===== src/rtl/sideband_serializer.sv =====
// sideband_serializer: byte FIFO feeding a start/data/stop bit framer that
// drives a sideband line one bit per clock. The line idles high.
// Optional even-parity bit after the data bits when SB_SER_PARITY_EN is defined.
//
// state  | meaning
// -------+-------------------------------------------------------------
// IDLE   | line high, waiting for enable and a buffered byte
// START  | start bit (0) being issued
// DATA   | data bits LSB-first, cnt counts 0..DATA_WIDTH-1
// PARITY | even parity of the data bits (SB_SER_PARITY_EN only)
// STOP   | stop bit (1); chains straight into START if another byte waits
//
// out_bit and busy are registered from the current state, so the line lags
// the state register by one clock.
module sideband_serializer #(
   parameter int DATA_WIDTH = 8,
   parameter int FIFO_DEPTH = 4
) (
   input  logic                          clk,
   input  logic                          rst,
   input  logic [DATA_WIDTH-1:0]         data_in,
   input  logic                          data_valid,
   output logic                          data_ready,
   input  logic                          enable,
   output logic                          out_bit,
   output logic                          busy,
   output logic [$clog2(FIFO_DEPTH):0]   fifo_level
);

   localparam int PTR_W = $clog2(FIFO_DEPTH);
   localparam int LVL_W = PTR_W + 1;
   localparam int CNT_W = (DATA_WIDTH > 1) ? $clog2(DATA_WIDTH) : 1;
   localparam logic [CNT_W-1:0] CNT_LAST = CNT_W'(DATA_WIDTH - 1);
   localparam logic [LVL_W-1:0] LVL_FULL = LVL_W'(FIFO_DEPTH);

   typedef enum logic [2:0] {
      IDLE   = 3'd0,
      START  = 3'd1,
      DATA   = 3'd2,
      PARITY = 3'd3,
      STOP   = 3'd4
   } state_t;

   state_t                 state, state_next;
   logic [DATA_WIDTH-1:0]  mem [FIFO_DEPTH];
   logic [PTR_W-1:0]       wr_ptr, rd_ptr;
   logic                   push, pop;
   logic [DATA_WIDTH-1:0]  sr;
   logic [CNT_W-1:0]       cnt;
   logic                   out_next;
`ifdef SB_SER_PARITY_EN
   logic                   par;
`endif

   // A pop in the same cycle does not open a slot: no push-through when full.
   assign data_ready = !rst && (fifo_level != LVL_FULL);
   assign push       = data_valid && data_ready;

   // FIFO storage; contents need no reset since pointers define validity.
   always_ff @(posedge clk) begin
      if (push) mem[wr_ptr] <= data_in;
   end

   // FIFO pointers and occupancy.
   always_ff @(posedge clk or posedge rst) begin
      if (rst) begin
         wr_ptr     <= '0;
         rd_ptr     <= '0;
         fifo_level <= '0;
      end else begin
         if (push) wr_ptr <= wr_ptr + 1'b1;
         if (pop)  rd_ptr <= rd_ptr + 1'b1;
         case ({push, pop})
            2'b10:   fifo_level <= fifo_level + 1'b1;
            2'b01:   fifo_level <= fifo_level - 1'b1;
            default: fifo_level <= fifo_level;
         endcase
      end
   end

   // Next-state, pop request and next line value.
   always_comb begin
      state_next = state;
      pop        = 1'b0;
      out_next   = 1'b1;
      case (state)
         IDLE: begin
            if (enable && (fifo_level != '0)) begin
               pop        = 1'b1;
               state_next = START;
            end
         end
         START: begin
            out_next   = 1'b0;
            state_next = DATA;
         end
         DATA: begin
            out_next = sr[0];
            if (cnt == CNT_LAST) begin
`ifdef SB_SER_PARITY_EN
               state_next = PARITY;
`else
               state_next = STOP;
`endif
            end
         end
`ifdef SB_SER_PARITY_EN
         PARITY: begin
            out_next   = par;
            state_next = STOP;
         end
`endif
         STOP: begin
            out_next = 1'b1;
            if (enable && (fifo_level != '0)) begin
               pop        = 1'b1;
               state_next = START;
            end else begin
               state_next = IDLE;
            end
         end
         default: state_next = IDLE;
      endcase
   end

   // Shift register and bit counter; the head byte is loaded on pop.
   always_ff @(posedge clk or posedge rst) begin
      if (rst) begin
         sr  <= '0;
         cnt <= '0;
      end else begin
         if (pop)                sr <= mem[rd_ptr];
         else if (state == DATA) sr <= sr >> 1;
         if (state == START)     cnt <= '0;
         else if (state == DATA) cnt <= cnt + 1'b1;
      end
   end

`ifdef SB_SER_PARITY_EN
   // Parity is taken from the whole byte at load time, before it shifts away.
   always_ff @(posedge clk or posedge rst) begin
      if (rst)      par <= 1'b0;
      else if (pop) par <= ^mem[rd_ptr];
   end
`endif

   // State register and registered line outputs; reset forces the line idle.
   always_ff @(posedge clk or posedge rst) begin
      if (rst) begin
         state   <= IDLE;
         out_bit <= 1'b1;
         busy    <= 1'b0;
      end else begin
         state   <= state_next;
         out_bit <= out_next;
         busy    <= (state != IDLE);
      end
   end

endmodule


===== config.mk =====
export PLATFORM = sky130hd
export DESIGN_NAME = sideband_serializer
export DESIGN_NICKNAME = d
export VERILOG_FILES = /design/src/rtl/sideband_serializer.sv
export SDC_FILE = /design/constraint.sdc
export NUM_CORES = 1
export LEC_CHECK = 0
export CAP_MARGIN = 25
export CORE_ASPECT_RATIO = 0.6
export CORE_UTILIZATION = 55
export DETAILED_ROUTE_END_ITERATION = 10
export PLACE_DENSITY_LB_ADDON = 0.12
export SYNTH_ARGS = -nofsm -noshare
export SYNTH_HDL_FRONTEND = slang
export SYNTH_SLANG_ARGS = --single-unit

===== constraint.sdc =====
create_clock -name clk -period 7.3 [get_ports clk]
set_clock_uncertainty 0.05 [all_clocks]
set_input_delay 1.46 -clock clk [delete_from_list [all_inputs] [get_ports clk]]
set_output_delay 1.46 -clock clk [all_outputs]
set_load 0.02 [all_outputs]

### Word-level counts from Yosys, hierarchy flattened

Memories as Yosys holds them, arrays and structs flattened.
Cells that the tools add are included.

| storage, ports and cells | value |
|---|---|
| flip-flop bits (word level) | 23 |
| memory bits (writable) | 32 |
| bits of input ports | 12 |
| output and inout bits | 6 |
| word-level logic and storage cells | 49 |
| memories | 1 |

| cells by class | value |
|---|---|
| add/subtract/negate cells | 5 |
| equal/unequal tests | 9 |
| mux-type cells | 14 |
| reductions and logical operators | 12 |

Memory list:

| name | words | bits a word | read ports | clocked after Yosys merged registers in | write ports | RTL line | text |
|---|---|---|---|---|---|---|---|
| mem | 4 | 8 | 1 | 0 | 1 | 45 | `logic [DATA_WIDTH-1:0] mem [FIFO_DEPTH];` |

Operators by type and width:

| kind | count |
|---|---|
| 8-bit two-way mux | 2 |
| 3-bit two-way mux | 4 |
| 3-bit case mux with 4 select lines | 1 |
| 3-bit by 1-bit adder with 3-bit output, second input constant | 2 |
| 3-bit equality test, second input constant | 2 |
| 3-bit case mux with 2 select lines | 1 |
| 2-bit nonzero test | 3 |
| 3-bit nonzero test | 2 |
| 1-bit two-way mux | 5 |
| 2-bit by 1-bit adder with 2-bit output, second input constant | 2 |
| 2-bit inequality test, second input constant | 2 |
| 3-bit by 1-bit equality test with 1-bit output, second input constant | 1 |
| 3-bit by 2-bit equality test with 1-bit output, second input constant | 1 |
| 1-bit logical AND | 3 |
| 3-bit logical NOT | 1 |
| 3-bit inequality test, second input constant | 1 |
| 3-bit by 1-bit subtractor with 3-bit output, second input constant | 1 |
| 2-bit by 1-bit equality test with 1-bit output, second input constant | 1 |
| 2-bit equality test, second input constant | 1 |
| 1-bit case mux with 2 select lines | 1 |
| 2-bit AND reduction | 1 |
| 2-bit OR reduction | 1 |
| 1-bit logical NOT | 1 |

### Depth between registers and ports, before layout

| depth | value |
|---|---|
| depth in word-level cells | 6 |
| mapped depth | 10 |
| depth with buffers taken out | 8 |

### Worst setup path before layout

OpenSTA, ideal clock, no wires.

| timing path | value |
|---|---|
| path type | input to output |
| from | input port rst |
| to | output port data_ready |
| arrival time | 1.800 ns |
| required time | 5.790 ns |
| path slack | 3.990 ns |
| cell stages on the path | 1 |
| path buffers | 0 |
| cells stage by stage | a21oi_1 |

| on the way | value |
|---|---|
| longest elaborated chain between the ends | 2 |

Ends and longest elaborated chain:

| what | RTL line | text |
|---|---|---|
| start: declaration | 20 | `input logic rst,` |
| 1-bit logical NOT (no line) | -- |  |
| 1-bit logical AND | 56 | `assign data_ready = !rst && (fifo_level != LVL_FULL);` |
| end: declaration | 23 | `output logic data_ready,` |

No other way between the ends.

### Worst setup path after layout

Ends and elaborated chain as after synthesis.

==> flow_summary_export.csv <==
group,metric,value,unit
logic_synthesis,synthArstFlopShare,0.4182,
pwr,p_clk_frac,0.158,
logic_synthesis,ys_seq_area_frac,0.6458,
cts,ctsHoldBuffers,0,
cells_and_area,finalNetCount,180,
cells_and_area,drive_gt1_frac,0.2112,
timing,finalHoldViolCount,0,
logic_synthesis,synth_nets,161,
grt,antenna_found_initial,0,
floorplanning,io_pins,18,
placed_design,portBuffers,17,
critical_path,path_depth,3,
timing,fin_crit_sh,0.5716,
critical_path,critPathArrivalTime,2.66,ns
worst_hold_path,hp-class,"register to register",
floorplanning,dieWidth,86.94,um
timing,fin_hold_ws,0.4686,ns
cts,cts_made_buffers,5,
pwr,combinationalPowerShare,0.375,
critical_path,critPathSlowestCell,"clkdlybuf4s50_1",
critical_path,r2r_start,"fifo_level[0]$_DFFE_PP0P_",
critical_path,rrSetupSlack,4.68,ns
floorplanning,die_height,52.97,um
cells_and_area,fillCellCount,284,
grt,grt_start_max_net_pins,24,
logic_synthesis,synthDominantCellAreaShare,0.4036,
timing,setup_viol,0,
cts,clockBufferDepth,2,
grt,grt.overflow.total,0,
cells_and_area,diodes,0,
placed_design,dp_hpwl,2.549,mm
route,via_per_inst,5.226,
logic_synthesis,synth.avg_cell_area,16.89,um2
floorplanning,rows,18,
route,drc,0,
pwr,p_seq_frac,0.467,
timing,grt_setup_unrepaired,"false",
critical_path,startpoint_type,"input pin",
cts,cts_tree,"built",
critical_path,cp_common_cell,"clkdlybuf4s50_1",
floorplanning,initial_utilization,0.5777,
critical_path,crit_end,"data_ready",
grt,grt_pass1_vias,1234,
timing,tightest_slew,0.8802,ns
cts,clkLatencyLatePin,0.30,ns
pwr,power.switching,336.1,uW
grt,grt.total_usage,0.1901,
logic_synthesis,synthTopCellsByArea,"edfxtp_1 (40%), dfrtp_1 (23%), mux2_4 (8.8%), mux4_2 (7.6%), ha_1 (3.7%)",
critical_path,cp_max_fo,3,
logic_synthesis,synth-seq-cells,55,
logic_synthesis,synthDistinctLibCells,32,
pwr,swShare,0.3177,
route,drt_iter0_drc,49,
route,dr.pass1.iters,4,
critical_path,crit_start,"rst",
critical_path,required,5.79,ns
route,dr_total_vias,1155,
logic_synthesis,synth_area,2381,um2
cts,postCtsSetupBuffers,0,
critical_path,crit_path_end_kind,"primary output",
run_status,status,"finished, final reports clean",
critical_path,crit_family,"buffers and inverters",
critical_path,slowest_delay,0.62,ns
route,wl_per_cell,16.25,um
route,routed_wl,3.592,mm
route,final_antenna_net_count,0,
run,drv_cap,0,
logic_synthesis,synth_top_area_cell,"edfxtp_1",
logic_synthesis,synth_cells,141,
timing,post-route-min-period,4.173,ns
placed_design,place.gp.congestion,0.7014,
timing,finalMaxSlewViolations,0,
cts,root_buffer,"clkbuf_8",
critical_path,critical_path_class,"input pin to primary output",
timing,setup-tns-final,0,ns
floorplanning,dieArea,4605,um2
pwr,ir_worst_vdd,0.1779,mV
timing,relSlewSlack,0.4097,
pwr,power.leakage,0.001076,uW
cts,clock-sinks,55,
critical_path,crit_buf_inv,2,
critical_path,crit_path_cell_trace,"clkdlybuf4s50_1 -> a21oi_1 -> clkdlybuf4s50_1",
pwr,pwr_density_cell,394.6,nW/um2
grt,grt_pass1_wl,6.085,mm
cells_and_area,area_growth_syn_to_layout,12.61,%
logic_synthesis,ys_warn_count,0,
logic_synthesis,synth_top_flop_cell,"edfxtp_1",
cts,cts.clk_slew.worst_paths,0.09,ns
cts,cts_resized,0,
pwr,p_int,721.9,uW
critical_path,r2r_end,"fifo_level[2]$_DFFE_PP0P_",
logic_synthesis,synth_edf_count,32,
cts,htree_levels,2,
floorplanning,core,4121,um2
critical_path,r2r_cells,8,
timing,max_freq,239.7,MHz
==> sequential cells by signal, summed over array words and instances (netlist names) <==
signal and flops:
state 3, wr_ptr 2, out_bit 1, cnt 3, mem 32, fifo_level 3, busy 1, rd_ptr 2
sr 8
==> cells in the mapped netlist (all sizes together) (2+ instances only) <==
| library cell | count |
|---|---|
| or3 | 2 |
| nor2b | 2 |
| mux2 | 16 |
| and2 | 4 |
| dfrtp | 22 |
| xnor2 | 5 |
| nor3b | 2 |
| a22oi | 2 |
| nand2 | 4 |
| inv | 9 |
| nor2 | 5 |
| o21ai | 3 |
| mux4 | 8 |
| ha | 7 |
| buf | 4 |
| edfxtp | 32 |
==> area by class of cell <==
cell class | count | area [um2] | share of cell area
multi-input combinational | 72 | 773.2 | 0.2884
timing repair buffer | 17 | 170.2 | 0.06346
inverter | 9 | 33.78 | 0.01260
clock inverter | 3 | 22.52 | 0.008399
clock buffer | 5 | 68.82 | 0.02566
tap | 60 | 75.07 | 0.02800
sequential | 55 | 1538 | 0.5735
==> through the flow <==
| stage | setup slack, ns | instances | total power [uW] | area, um2 | utilization |
|---|---|---|---|---|---|
| finish | 3.127 | 221 | 1058 | 2681 | 0.6506 |
| global route | 3.099 | 221 | 1125 | 2681 | 0.6506 |
| CTS | 3.125 | 221 | 1067 | 2681 | 0.6506 |
| detailed placement | 3.124 | 213 | 897.4 | 2590 | 0.6284 |
| global placement | 3.163 | 213 | 875.9 | 2590 | 0.6284 |
| floorplan | 3.990 | 141 | 804.3 | 2381 | - |
==> routing by layer <==
metal / global-route usage / part of all wire / up-vias
met4: 0.05833 / 0.0039 / 0
met3: 0.05616 / 0.028 / 2
met1: 0.2547 / 0.50 / 585
met2: 0.3031 / 0.47 / 16
met5: 0 / 0 / -
li1: - / - / 552
==> power groups by stage <==
stage               registers, uW  clock network [uW]  logic [uW]
global route                  509                 183         433
finish                        494                 167         397
floorplan                     476                   0         328
CTS                           495                 173         399
detailed placement            502                   0         395
global placement              494                   0         382
==> worst min path at each step <==
| stage | from | end | slack [ns] | depth (start not counted) |
|---|---|---|---|---|
| 3_5_place_dp | sr[7]$_DFFE_PP0P_ | sr[7]$_DFFE_PP0P_ | 0.45 | 1 |
| 6_report | sr[7]$_DFFE_PP0P_ | sr[7]$_DFFE_PP0P_ | 0.47 | 1 |
| 3_3_place_gp | cnt[1]$_DFFE_PP0P_ | cnt[1]$_DFFE_PP0P_ | 0.44 | 2 |
| 5_1_grt | sr[7]$_DFFE_PP0P_ | sr[7]$_DFFE_PP0P_ | 0.50 | 1 |
| 2_1_floorplan | state[2]$_DFFE_PP0P_ | state[1]$_DFFE_PP0P_ | 0.42 | 1 |
| 4_1_cts | sr[7]$_DFFE_PP0P_ | sr[7]$_DFFE_PP0P_ | 0.47 | 1 |
==> kinds of logic after synthesis <==
kind of cell,Yosys count,share of synthesized area
buffers and inverters,14,0.02942
AO/OA/AOI/OAI,10,0.02785
flip-flops,55,0.6458
AND/OR/NAND/NOR,23,0.05202
multiplexers,25,0.1776
XOR/XNOR,6,0.02207
adder cells (fa/ha/maj),8,0.04519
==> cells in the final DEF, fill, tap and decap left out <==
cell type        synthesis  layout
a211oi_1                 1       1
a21o_1                   1       1
a21oi_1                  1       1
a22oi_1                  2       2
a31o_2                   1       1
and2_1                   4       4
and3_1                   1       1
clkbuf_8                 0       5
clkdlybuf4s50_1          0      17
clkinv_2                 0       1
dfrtp_1                 22      22
dfstp_2                  1       1
edfxtp_1                32      32
fa_1                     1       1
ha_1                     7       7
inv_1                    9       9
inv_6                    0       2
mux2_2                   2       2
mux2_4                  14      14
mux2i_1                  1       1
mux4_2                   8       8
nand2_1                  4       4
nand3_1                  1       1
nor2_1                   5       5
nor2b_1                  2       2
nor3_1                   1       1
nor3b_1                  2       2
o21ai_0                  3       3
o21bai_1                 1       1
or3_1                    2       2
or3b_1                   1       1
xnor2_1                  5       5
xor2_1                   1       1
Note: power is estimated with default switching activity, not from simulation.
